## src/rtl/mhd_stream_monitor.sv

```systemverilog
// mhd_stream_monitor: pipelined Hamming-distance error monitor for exact/approximate word pairs.
// Two-stage datapath (XOR, popcount+compare) feeding saturating run statistics.
`default_nettype none

module mhd_stream_monitor #(
  parameter  int WIDTH = 9,
  parameter  int MHD   = 1,
  parameter  int CNT_W = 16,
  parameter  int SUM_W = 24,
  localparam int HDW   = $clog2(WIDTH + 1)
) (
  input  logic             clk,
  input  logic             rst_n,
  input  logic             start,
  input  logic [HDW-1:0]   thr,
  input  logic             in_valid,
  output logic             in_ready,
  input  logic             in_last,
  input  logic [WIDTH-1:0] a,
  input  logic [WIDTH-1:0] b,
  output logic             f_valid,
  output logic             f,
  output logic [HDW-1:0]   hd,
  output logic             busy,
  output logic             done,
  output logic             any_err,
  output logic [CNT_W-1:0] sample_cnt,
  output logic [CNT_W-1:0] err_cnt,
  output logic [HDW-1:0]   max_hd,
  output logic [SUM_W-1:0] hd_sum
);

  localparam logic [1:0] S_IDLE  = 2'd0;
  localparam logic [1:0] S_RUN   = 2'd1;
  localparam logic [1:0] S_DRAIN = 2'd2;

  logic [1:0]       r_state;
  logic [HDW-1:0]   r_thr;
  logic             r_s1_v, r_s1_last;
  logic [WIDTH-1:0] r_s1_x;
  logic             r_fv, r_f, r_s2_last, r_done, r_any;
  logic [HDW-1:0]   r_hd, r_max;
  logic [CNT_W-1:0] r_cnt, r_err;
  logic [SUM_W-1:0] r_sum;

  logic             w_accept, w_start, w_viol;
  logic [HDW-1:0]   w_pop;
  logic [SUM_W:0]   w_sum_ext;

  assign in_ready = (r_state == S_RUN);
  assign w_accept = in_valid & in_ready;
  // start is honoured only from IDLE; DRAIN holds through the done cycle so a coincident start is dropped
  assign w_start  = start & (r_state == S_IDLE);

  always_comb begin
    w_pop = '0;
    for (int i = 0; i < WIDTH; i++) begin
      w_pop = w_pop + HDW'(r_s1_x[i]);
    end
  end

  assign w_viol    = (w_pop > r_thr);
  assign w_sum_ext = {1'b0, r_sum} + (SUM_W + 1)'(r_hd);

  always_ff @(posedge clk or negedge rst_n) begin
    if (!rst_n) begin
      r_state <= S_IDLE;
      r_thr   <= HDW'(MHD);
    end else begin
      case (r_state)
        S_IDLE: begin
          if (w_start) begin
            r_state <= S_RUN;
            r_thr   <= thr;
          end
        end
        S_RUN:   if (w_accept && in_last) r_state <= S_DRAIN;
        S_DRAIN: if (r_done) r_state <= S_IDLE;
        default: r_state <= S_IDLE;
      endcase
    end
  end

  always_ff @(posedge clk or negedge rst_n) begin
    if (!rst_n) begin
      r_s1_v    <= 1'b0;
      r_s1_last <= 1'b0;
      r_s1_x    <= '0;
      r_fv      <= 1'b0;
      r_f       <= 1'b0;
      r_hd      <= '0;
      r_s2_last <= 1'b0;
      r_done    <= 1'b0;
    end else begin
      r_s1_v    <= w_accept;
      r_s1_last <= w_accept & in_last;
      if (w_accept) r_s1_x <= a ^ b;
      r_fv      <= r_s1_v;
      r_s2_last <= r_s1_v & r_s1_last;
      if (r_s1_v) begin
        r_hd <= w_pop;
        r_f  <= w_viol;
      end
      r_done    <= r_fv & r_s2_last;
    end
  end

  always_ff @(posedge clk or negedge rst_n) begin
    if (!rst_n) begin
      r_cnt <= '0;
      r_err <= '0;
      r_max <= '0;
      r_sum <= '0;
      r_any <= 1'b0;
    end else if (w_start) begin
      r_cnt <= '0;
      r_err <= '0;
      r_max <= '0;
      r_sum <= '0;
      r_any <= 1'b0;
    end else if (r_fv) begin
      if (r_cnt != '1)         r_cnt <= r_cnt + 1'b1;
      if (r_f && (r_err != '1)) r_err <= r_err + 1'b1;
      if (r_hd > r_max)        r_max <= r_hd;
      r_sum <= w_sum_ext[SUM_W] ? '1 : w_sum_ext[SUM_W-1:0];
      r_any <= r_any | r_f;
    end
  end

  assign f_valid    = r_fv;
  assign f          = r_f;
  assign hd         = r_hd;
  assign busy       = (r_state == S_RUN) || (r_state == S_DRAIN);
  assign done       = r_done;
  assign any_err    = r_any;
  assign sample_cnt = r_cnt;
  assign err_cnt    = r_err;
  assign max_hd     = r_max;
  assign hd_sum     = r_sum;

endmodule

`default_nettype wire
```

## config.mk

```make
export PLATFORM = sky130hd
export DESIGN_NAME = mhd_stream_monitor
export DESIGN_NICKNAME = d
export VERILOG_FILES = /design/src/rtl/mhd_stream_monitor.sv
export SDC_FILE = /design/constraint.sdc
export NUM_CORES = 1
export LEC_CHECK = 0
export ABC_AREA = 1
export BUFFER_PORTS_ARGS = -buffer_cell sky130_fd_sc_hd__buf_4
export CAP_MARGIN = 5
export CORE_MARGIN = 2
export CORE_UTILIZATION = 35
export DETAILED_ROUTE_END_ITERATION = 12
export GPL_ROUTABILITY_DRIVEN = 0
export GPL_TIMING_DRIVEN = 0
export PLACE_DENSITY = 0.55
export SKIP_CTS_REPAIR_TIMING = 1
export SYNTH_ARGS = -nofsm -noshare
export SYNTH_HDL_FRONTEND = slang
export SYNTH_SLANG_ARGS = --single-unit
```

## constraint.sdc

```tcl
create_clock -name clk -period 5.71 [get_ports clk]
set_input_delay 1.4275 -clock clk [delete_from_list [all_inputs] [get_ports clk]]
set_output_delay 1.4275 -clock clk [all_outputs]
set_load 0.02 [all_outputs]
```

==> impl_metrics.tcl <==
set metrics [dict create \
    vdd_drop_max_v 0.000260 \
    crit_path_top_delay_cell "fa_1" \
    fin_skew_ns 0.00985 \
    min-delay-start "r_s1_v$_DFF_PN0_" \
    path_common_cell "fa_1" \
    clock-sinks 86 \
    ys_async_sr_fraction 1.00 \
    antenna_found_initial 0 \
    finalSetupViolations 0 \
    wl_per_cell_microns 13.5 \
    crit_cells 14 \
    path_cells "fa_1 > inv_1 > fa_1 > fa_1 > inv_1 > fa_1 > inv_1 > fa_1 > xnor2_1 > ha_1 > a21oi_1 > o21ai_0 > a21oi_1 > o22ai_1" \
    drive_above_1_share 0.186 \
    synth_area_leader_cell "dfrtp_1" \
    drc 0 \
    power.leakage_uw 0.00335 \
    critical_path.max_stage_delay_ns 0.54 \
    syn_to_final_growth_pct 22.8 \
    worstMarginPinSlew_ns 1.11 \
    via_count 4923 \
    grt_max_degree 87 \
    r2r_setup_slack_ns 2.10 \
    syn_nets 795 \
    finalMaxSlewViolations 0 \
    startpoint_type "register" \
    rsz0062_at_grt "false" \
    r2r-start "r_s1_x[0]$_DFFE_PN0P_" \
    gr-total-overflow 0 \
    required_ns 5.93 \
    synth_top_cell_area_share 0.391 \
    ys_types 40 \
    hold_viol_final 0 \
    regArea_sq_mm 0.00215 \
    cts_buffers 9 \
    hpwl_microns 10300 \
    htreeDepth 3 \
    cts_tree "built" \
    clk_transition_reported_paths_ns 0.06 \
    synth_seq_cells 86 \
    wl_microns 14100 \
    die_area_sq_mm 0.0166 \
    yosysSeqAreaShare 0.395 \
    grtUsageTotal 0.176 \
    fin_crit_sh 0.632 \
    crit_start "r_s1_x[0]$_DFFE_PN0P_" \
    fin_setup_tns_ns 0 \
    min_period_ns 3.61 \
    synthFlopType "dfrtp_1" \
    io_buffer_count 96 \
    placed_area_sq_mm 0.00640 \
    crit_arrival_ns 3.83 \
    cp-end-kind "register" \
    r2r_cells 14 \
    hp-class "register to register" \
    synth_area_leaders "dfrtp_1 39%, nand2_1 17%, inv_1 5.4%" \
    synth_most_common_cell "nand2_1" \
    status "finished clean" \
    grt_pass1_wl_microns 23000 \
    clk_latency_ns 0.35 \
    floorplan.die.height_microns 129 \
    drt_iter0_drc 338 \
    synth.avg_cell_area_sq_um 7.34 \
    pre_cts_ws_ns 2.05 \
    nets 902 \
    final_area_sq_mm 0.00669 \
    syn_area_sq_mm 0.00545 \
    cts_buffer_depth 2 \
    root_buffer "clkbuf_16" \
    diodes 0 \
    synth-edff-count 0 \
    drv_cap 0 \
    worst_slack_ns 2.10 \
    worst-path-buf-inv 3 \
    path_max_fanout 2 \
    netlist_instances 742 \
    cp_top_family "adder cells" \
    grt_pass1_vias 4586 \
    die_x_microns 129 \
    placementRows 45 \
    slew_headroom 0.257 \
    yosys-top-cells-count "242 x nand2_1, 85 x dfrtp_1, 79 x inv_1, 71 x nor2_1, 55 x nand3_1" \
    p_per_area_mw_per_mm2 409 \
    crit_type "register to register" \
    yosysWarnings 0 \
    pin_count 97 \
    dr.pass1.iters 4 \
    start_util 0.358 \
    max_freq_ghz 0.277 \
    via_per_inst 4.72 \
    core_region_area_sq_mm 0.0152 \
    whs_path_depth 0 \
    nFillCells 1563 \
    ant_nets 0 \
    multi_input_area_sq_mm 0.00285 \
]
[state kept, by name, indices dropped and copies added (netlist names), 2 cells and up]
signal / count
hd_sum: 24
err_cnt: 16
sample_cnt: 16
r_s1_x: 9
hd: 4
max_hd: 4
r_thr: 4
r_state: 2
[path summary, 6_finish.rpt]
check                                               to
max in group asynchronous         r_thr[2]$_DFFE_PN0P_
worst max-delay path                     f$_DFFE_PN0P_
worst max register to register           f$_DFFE_PN0P_
worst min register to register       f_valid$_DFF_PN0_
min in group asynchronous       hd_sum[13]$_DFFE_PN0P_
worst min-delay path                 f_valid$_DFF_PN0_
[final cells by class]
class | count | area share
Clock buffer | 13 | 0.0404
Sequential cell | 86 | 0.322
Buffer | 17 | 0.0152
Tap cell | 188 | 0.0352
Clock inverter | 3 | 0.00262
Inverter | 91 | 0.0511
Multi-Input combinational cell | 548 | 0.426
Timing Repair Buffer | 96 | 0.108
[routing by layer]
metal	global-route usage	vias to the layer above	wire [microns]
met2	0.282	110	6390
met5	0	-	0
met3	0.0366	14	725
met4	0.0601	0	201
li1	-	2577	-
met1	0.237	2222	6760
[report_power, final]
group	total (uW)	switching [uW]	internal, uW
Combinational	1300	791	511
Sequential	855	123	731
Clock	578	249	330
[worst register-to-register path: cells and delay by family, from the launching register on]
family,cells,cell delay [ns]
xor+xnor,1,0.22
buf+inv,3,0.18
flops,1,0.40
fa+ha+maj,6,2.27
compound gates,4,0.42
[layout by cell type, fill, tap and decap left out, types with 16 or more instances in the layout]
master / instances
o21ai_0: 29
nand3_1: 55
inv_1: 79
buf_4: 99
xnor2_1: 16
nor2_1: 71
dfrtp_1: 85
nand2_1: 242
o21ai_1: 19
nand4_1: 22
ha_1: 20
[logic make-up (layout without fill, tap and decap cells)]
kind of cell | after synthesis | count (layout) | synth area share
flip-flops | 86 | 86 | 0.395
adder cells (fa/ha/maj) | 26 | 26 | 0.0680
AO/OA/AOI/OAI | 75 | 75 | 0.0770
AND/OR/NAND/NOR | 420 | 420 | 0.335
buffers and inverters | 108 | 220 | 0.0813
XOR/XNOR | 27 | 27 | 0.0434
[per-stage QoR]
step / cells / power (uW) / hold slack, ns / util
final: 1042 / 2740 / 0.380 / 0.440
after global placement: 1026 / 2180 / 0.355 / 0.421
after detailed placement: 1026 / 2200 / 0.377 / 0.421
after global routing: 1042 / 3020 / 0.392 / 0.440
after CTS: 1042 / 2800 / 0.393 / 0.440
after floorplan: 742 / 1770 / 0.352 / -
Power figures use the tool's default switching activity.
